==> config.mk <==
export PLATFORM = sky130hd
export DESIGN_NAME = seq_counter
export DESIGN_NICKNAME = d
export VERILOG_FILES = /design/src/rtl/seq_counter_pkg.sv /design/src/rtl/seq_table.sv /design/src/rtl/seq_counter.sv
export SDC_FILE = /design/constraint.sdc
export NUM_CORES = 1
export LEC_CHECK = 0
export BUFFER_PORTS_ARGS = -buffer_cell sky130_fd_sc_hd__buf_2
export CORE_UTILIZATION = 45
export DETAILED_ROUTE_END_ITERATION = 8
export GPL_TIMING_DRIVEN = 0
export PLACE_DENSITY = 0.66
export RECOVER_POWER = 25
export SYNTH_ARGS = -nofsm -noshare
export SYNTH_HDL_FRONTEND = slang
export SYNTH_SLANG_ARGS = --single-unit
==> constraint.sdc <==
create_clock -name clk -period 2.2 [get_ports clk]
set_input_delay 0.44 -clock clk [delete_from_list [all_inputs] [get_ports clk]]
set_output_delay 0.44 -clock clk [all_outputs]
set_load 0.01 [all_outputs]
==> src/rtl/seq_counter_pkg.sv <==
// seq_counter_pkg: shared constants and helpers for the programmable-sequence counter.
// Provides direction/mode encodings and the entry-count clamp used by the top level.
// No ports; imported by seq_counter and seq_table.
package seq_counter_pkg;

  localparam logic DIR_FWD      = 1'b0;
  localparam logic DIR_BWD      = 1'b1;
  localparam logic MODE_WRAP    = 1'b0;
  localparam logic MODE_ONESHOT = 1'b1;

  // Effective entry count: a zero length still means one entry, and the
  // length can never exceed the physical table depth.
  function automatic int unsigned len_clamp(input int unsigned len,
                                            input int unsigned depth);
    if (len == 0)    return 1;
    if (len > depth) return depth;
    return len;
  endfunction

endpackage

==> src/rtl/seq_table.sv <==
// seq_table: DEPTH x WIDTH register file holding the counter's sequence values.
// Ports: clk/reset_n; write port wr_en/wr_addr/wr_data (synchronous);
//        read port rd_addr -> rd_data (combinational). Reset loads table[i] = i.
module seq_table
  import seq_counter_pkg::*;
#(
  parameter int WIDTH = 4,
  parameter int DEPTH = 8,
  localparam int IW   = $clog2(DEPTH)
) (
  input  logic             clk,
  input  logic             reset_n,
  input  logic             wr_en,
  input  logic [IW-1:0]    wr_addr,
  input  logic [WIDTH-1:0] wr_data,
  input  logic [IW-1:0]    rd_addr,
  output logic [WIDTH-1:0] rd_data
);

  logic [WIDTH-1:0] mem [DEPTH];
  logic             addr_ok;

  // Only a non-power-of-two depth leaves addresses that map to no entry.
  if (DEPTH == (1 << IW)) begin : g_full
    assign addr_ok = 1'b1;
  end else begin : g_partial
    assign addr_ok = (32'(wr_addr) < DEPTH);
  end

  // Identity init makes the default table behave as a plain binary counter.
  always_ff @(posedge clk or negedge reset_n) begin
    if (!reset_n) begin
      for (int i = 0; i < DEPTH; i++) mem[i] <= WIDTH'(i);
    end else if (wr_en && addr_ok) begin
      mem[wr_addr] <= wr_data;
    end
  end

  assign rd_data = mem[rd_addr];

endmodule

==> src/rtl/seq_counter.sv <==
// seq_counter: steps an index through a programmable value table, forward or
// backward, wrapping or stopping at the terminal entry.
// Ports: clk, reset_n, en, clr, dir, one_shot, len, wr_en/wr_addr/wr_data in;
//        num (table value at idx), idx, tc (one-cycle terminal pulse), done out.
module seq_counter
  import seq_counter_pkg::*;
#(
  parameter int WIDTH = 4,
  parameter int DEPTH = 8,
  localparam int IW   = $clog2(DEPTH),
  localparam int LW   = $clog2(DEPTH + 1)
) (
  input  logic             clk,
  input  logic             reset_n,
  input  logic             en,
  input  logic             clr,
  input  logic             dir,
  input  logic             one_shot,
  input  logic [LW-1:0]    len,
  input  logic             wr_en,
  input  logic [IW-1:0]    wr_addr,
  input  logic [WIDTH-1:0] wr_data,
  output logic [WIDTH-1:0] num,
  output logic [IW-1:0]    idx,
  output logic             tc,
  output logic             done
);

  logic [IW-1:0] idx_q, idx_nxt;
  logic          tc_q, tc_nxt;
  logic          done_q, done_nxt;
  int unsigned   len_eff;
  int unsigned   cur;
  int unsigned   start_i;
  logic          at_term;

  always_comb begin
    len_eff  = len_clamp(32'(len), DEPTH);
    cur      = 32'(idx_q);
    start_i  = (dir == DIR_BWD) ? (len_eff - 1) : 0;

    // An index left beyond the active length (len shrunk mid-run) counts as
    // terminal in either direction, so it re-enters the valid range next step.
    if (cur >= len_eff)      at_term = 1'b1;
    else if (dir == DIR_BWD) at_term = (cur == 0);
    else                     at_term = (cur == len_eff - 1);

    idx_nxt  = idx_q;
    tc_nxt   = 1'b0;
    done_nxt = done_q;

    if (clr) begin
      idx_nxt  = IW'(start_i);
      done_nxt = 1'b0;
    end else if (en && !done_q) begin
      if (!at_term) begin
        idx_nxt = (dir == DIR_BWD) ? (idx_q - IW'(1)) : (idx_q + IW'(1));
      end else begin
        tc_nxt = 1'b1;
        if (one_shot == MODE_ONESHOT) done_nxt = 1'b1;
        else                          idx_nxt  = IW'(start_i);
      end
    end
  end

  always_ff @(posedge clk or negedge reset_n) begin
    if (!reset_n) begin
      idx_q  <= '0;
      tc_q   <= 1'b0;
      done_q <= 1'b0;
    end else begin
      idx_q  <= idx_nxt;
      tc_q   <= tc_nxt;
      done_q <= done_nxt;
    end
  end

  seq_table #(
    .WIDTH (WIDTH),
    .DEPTH (DEPTH)
  ) u_table (
    .clk     (clk),
    .reset_n (reset_n),
    .wr_en   (wr_en),
    .wr_addr (wr_addr),
    .wr_data (wr_data),
    .rd_addr (idx_q),
    .rd_data (num)
  );

  assign idx  = idx_q;
  assign tc   = tc_q;
  assign done = done_q;

endmodule

Yosys cells after proc, flatten, opt, wreduce, memory -nomap -nowiden
Cells that the tools add are included.

word-level totals
  bits in registers = 37
  output and inout bits = 9
  word-level logic and storage cells = 61

operators by class
  add/subtract/negate cells = 3
  order comparisons = 5
  equal/unequal tests = 2
  muxes and demuxes = 28
  bitwise operators = 2
  reduce and logical (&&, ||, !) cells = 10

operator list
  operator                                                               count
  32-bit two-way mux                                                     2
  32-bit bitwise mux                                                     1
  3-bit by 32-bit equality test with 1-bit output                        1
  3-bit by 32-bit greater-or-equal comparator with 1-bit output          1
  32-bit by 1-bit subtractor with 32-bit output (second input constant)  1
  3-bit two-way mux                                                      6
  4-bit two-way mux                                                      4
  1-bit two-way mux                                                      13
  4-bit binary-select mux with 3-bit select                              1
  4-bit demux with 3-bit select                                          1
  4-bit greater-or-equal comparator (second input constant)              2
  3-bit NOT with 4-bit output                                            2
  2-bit nonzero test                                                     3
  4-bit > comparator (second input constant)                             1
  4-bit logical NOT                                                      1
  4-bit by 1-bit < comparator with 1-bit output (second input constant)  1
  3-bit by 1-bit adder with 3-bit output (second input constant)         1
  3-bit logical NOT                                                      1
  3-bit inequality test (second input constant)                          1
  3-bit AND reduction                                                    1
  3-bit by 1-bit subtractor with 3-bit output (second input constant)    1
  1-bit logical AND                                                      2
  2-bit AND reduction                                                    1
  1-bit logical NOT                                                      1

Depth between registers and ports, before layout
  depth in word-level cells = 12
  mapped depth = 11
  gate-level depth less buffers = 10

Cells and area by module
Synthesis repeated with hierarchy kept, for this count alone.

second synthesis, totals
  cells, all modules = 153
  area, all modules = 2117.0 µm²

modules (own cells, without submodules)
  module       instances  cells each  area each (µm²)  seq. area each (µm²)
  seq_table    1          86          1540.2           815.8
  seq_counter  1          67          576.8            125.1

Least setup slack after synthesis
OpenSTA, ideal clock, no wires.

  kind = register to register
  from = register idx_q[0], in the netlist idx[0]
  to = register idx_q[2], in the netlist idx[2]
  setup time = 80 ps
  arrival = 2422 ps
  path slack = -303 ps
  stages on the path, launching flop included = 11
  clock period less this slack = 2503 ps
  path through = dfrtp_1 > buf_2 > inv_1 > ha_1 > nand2b_1 > a211oi_1 > nor3_1 > a311o_1 > buf_6 > or3_1 > o211ai_2

between the ends
  longest elaborated chain between the ends = 6
  elaborated cells between the ends (all ways) = 13
  those cells by class = add/sub (2); order compare (1); eq/ne (2); mux (6); reduce/logical (2)

RTL lines
  element                                                                                                                line               RTL
  start, declared                                                                                                        seq_counter.sv:29  logic [IW-1:0] idx_q, idx_nxt;
  start signal, assigned                                                                                                 seq_counter.sv:72  idx_q <= idx_nxt;
  parallel branches: the longest is 6 deep, another holds 3-bit by 32-bit greater-or-equal comparator with 1-bit output  n/a

Parallel ways; which one is timed is not known. The select of a mux whose other input is x is not followed.
A chain may end at the register's enable or synchronous reset.

Final worst setup path
  from = register idx_q[0], in the netlist idx[0]
  to = output num[1]

between the ends
  longest elaborated chain between the ends = 4

RTL lines
  element                                                line               RTL
  3-bit NOT with 4-bit output (not written as such)      seq_table.sv:39    assign rd_data = mem[rd_addr];
  4-bit binary-select mux with 3-bit select              seq_table.sv:39
  4-bit two-way mux (not written as such) (2 in series)  seq_table.sv:39
  end, declared                                          seq_counter.sv:23  output logic [WIDTH-1:0] num,

No other way between the ends. The select of a mux whose other input is x is not followed.

==> metrics.cfg <==
[worst_setup_path]
cp-end-kind=output pin
worst-path-stages=4
start_kind=register
worstPathMaxFanout=8
reg2reg_to=idx[2]
path_cells=buf_12 > mux4_2 > mux2_4 > buf_6
r2r_cells=10
path_class=register to output pin
reg2reg_slack_ps=20
path_delay_family=multiplexers
crit_arrival_ps=1780
worstReg2RegStart=idx[0]
worstPathRequired_ps=1760
worst_path_max_delay_cell=mux4_2
cp.buffers_inverters=2
critPathMaxStageDelay_ps=510

[power_and_ir_drop]
comb_power_share_pct=47.6
total_power_mw=2.741
clkPwrFrac_pct=16.7
cellLeakagePower_nw=1.048
p_seq_share_pct=35.7
swShare_pct=32.48
p_int_mw=1.851
p_per_area_nw_per_um2=1128
vdd_drop_max_uv=646.4
p_switching_uw=890.1

[detailed_routing]
drt_iter0_drc=51
routed_wl_um=4385
vias_per_cell=5.805
wl_per_cell_um=18.20
drt_pre_antenna_iters=5
ant_nets=0
drcViolationCount=0
vias=1399

[synthesis]
yosysMostFrequentCell=mux2_2
ys_async_sr_fraction_pct=100.0
synth.avg_cell_area_um2=13.25
yosys_warnings=0
synthesis.area_um2=2027
synth_top_area_cell=dfrtp_1
netlist-cell-type-count=39
ys_top_cells_by_area=dfrtp_1 31%, mux2_2 20%, dfstp_2 16%, mux4_2 8.9%, ha_1 3.1%
ys.flop_type=dfrtp_1
syn_inst=153
ys_seq_area_share_pct=46.42
ys_ff_latch=37
synth_top_cell_area_share_pct=30.86
synth_edf_count=0
synthTopCellsByCount=36 x mux2_2, 25 x dfrtp_1, 12 x dfstp_2
syn_nets=177

[timing]
fmax_ghz=0.4497
rsz0062_at_grt=yes
worst_pin_slew_ps=882.1
slew_viol_final=0
post-route-period-util_pct=101.1
hold_viol_final=0
max_slew_margin_pct=41.07
setup_violations=4
layout_min_cycle_time_ps=2223
setup_slack_ps=-23.49
finalSetupTns_ps=-55.32
fin_hold_ws_ps=249.1
finClkSkew_ps=2.374

[placed_design]
dpl-instance-area_um2=2228
hpwlAfterDp_um=3055
dpl.cell_count=230
portBuffers=25
place.gp.congestion=0.7388
dpl_worst_slack_ps=-316.5

[layout]
post-route-util_pct=55.80
stdcell_count=241
final_nets=212
drive_gt1_share_pct=56.61
final_design_area_no_fill_um2=2430
synthToLayoutAreaGrowth_pct=19.88
num_antenna_cells=0

[cts]
clk_pin_slew_worst_paths_ps=70
cts_max_level=2
clock_path_buffers=2
root_buffer=clkbuf_8
tritoncts=built
clock_latency_ps=290
cts_sinks=37
cts_hold_buf=0
numCtsBuffers=5

[floorplanning]
die_h_um=69.12
initial_core_util_pct=46.55
die_x_um=69.12
core_area_um2=4354
die_area_um2=4777
ios=27
row_count=24

[job]
cap_violations=0

[outcome]
status=complete, but fails checks
violations=setup timing

[grt]
grtUsageTotal_pct=19.84
grt-ovfl-total=0
grt_pass1_wl_um=7265
grt_pass1_vias=1526
antenna_found_initial=0
grt_max_degree=38

[hold_path]
hold_class=primary input to asynchronous set/reset pin

==> power by group through the flow <==
| stage | combinational [mW] | sequential (mW) | clock, mW |
|---|---|---|---|
| floorplan | 0.744 | 0.975 | 0 |
| global placement | 1.00 | 0.982 | 0 |
| detailed placement | 1.04 | 0.998 | 0 |
| CTS | 1.30 | 0.976 | 0.471 |
| global route | 1.39 | 1.00 | 0.505 |
| finish | 1.31 | 0.978 | 0.457 |
==> layout by cell type (no fill, tap or decap), types with 3 or more instances in the layout <==
cell	instances
mux2_2	32
dfrtp_1	24
buf_2	22
dfstp_2	12
nor2_1	9
mux4_2	8
buf_6	6
inv_1	5
clkbuf_8	5
nand2_1	4
buf_4	4
mux2_4	4
nor3_1	4
ha_1	4
xor2_1	3
nand4b_1	3
o211ai_1	3
==> logic make-up (layout without fill, tap and decap cells) <==
kind of cell             Yosys count  in the layout  share of synthesized area, %
AO/OA/AOI/OAI                     13             13                         4.877
adder cells (fa/ha/maj)            6              6                         4.074
AND/OR/NAND/NOR                   35             35                         9.815
flip-flops                        37             37                         46.42
buffers and inverters             12             48                         2.901
XOR/XNOR                           5              5                         2.531
multiplexers                      45             45                         29.38
==> worst reg2reg max path, delay by kind of cell, from the launching register on <==
| kind | cells | cell delay (ps) |
|---|---|---|
| simple gates | 3 | 520 |
| flops | 1 | 450 |
| buf+inv | 3 | 390 |
| compound gates | 3 | 540 |
| fa+ha+maj | 1 | 210 |
==> cell type report <==
class | instances | area (um2)
fill | 366 | 1924
buffer | 6 | 55.05
multi-input combinational | 104 | 1084
tap | 52 | 65.06
sequential | 37 | 942.2
timing repair buffer | 28 | 176.4
clock inverter | 2 | 10.01
clock buffer | 6 | 72.57
inverter | 6 | 25.02
==> per-layer routing <==
| layer | GRT usage, % | part of all wire [%] | vias up |
|---|---|---|---|
| met2 | 33.55 | 50 | 52 |
| li1 | - | - | 636 |
| met5 | 0 | 0 | - |
| met4 | 10.20 | 2.9 | 0 |
| met1 | 23.31 | 43 | 696 |
| met3 | 4.825 | 4.3 | 15 |
==> sequential cells by signal, summed over array words and instances, names as in the netlist <==
signal,count
done,1
idx,3
u_table.mem,32
tc,1
==> worst max-delay path by stage <==
stage / from / slack, ps / to
2_1_floorplan: len[1] / -30 / idx[2]
3_3_place_gp: len[2] / -270 / idx[2]
3_5_place_dp: len[2] / -320 / idx[2]
4_1_cts: idx[0] / -30 / num[1]
5_1_grt: idx[0] / -70 / num[3]
6_report: idx[0] / -20 / num[1]
==> timing repair <==
item	in CTS	in global routing
resized for setup	18	1
pin swaps	0	1
endpoints found under the setup margin	8	6
buffers inserted	3	0
Note: power is estimated with default switching activity, not from simulation.
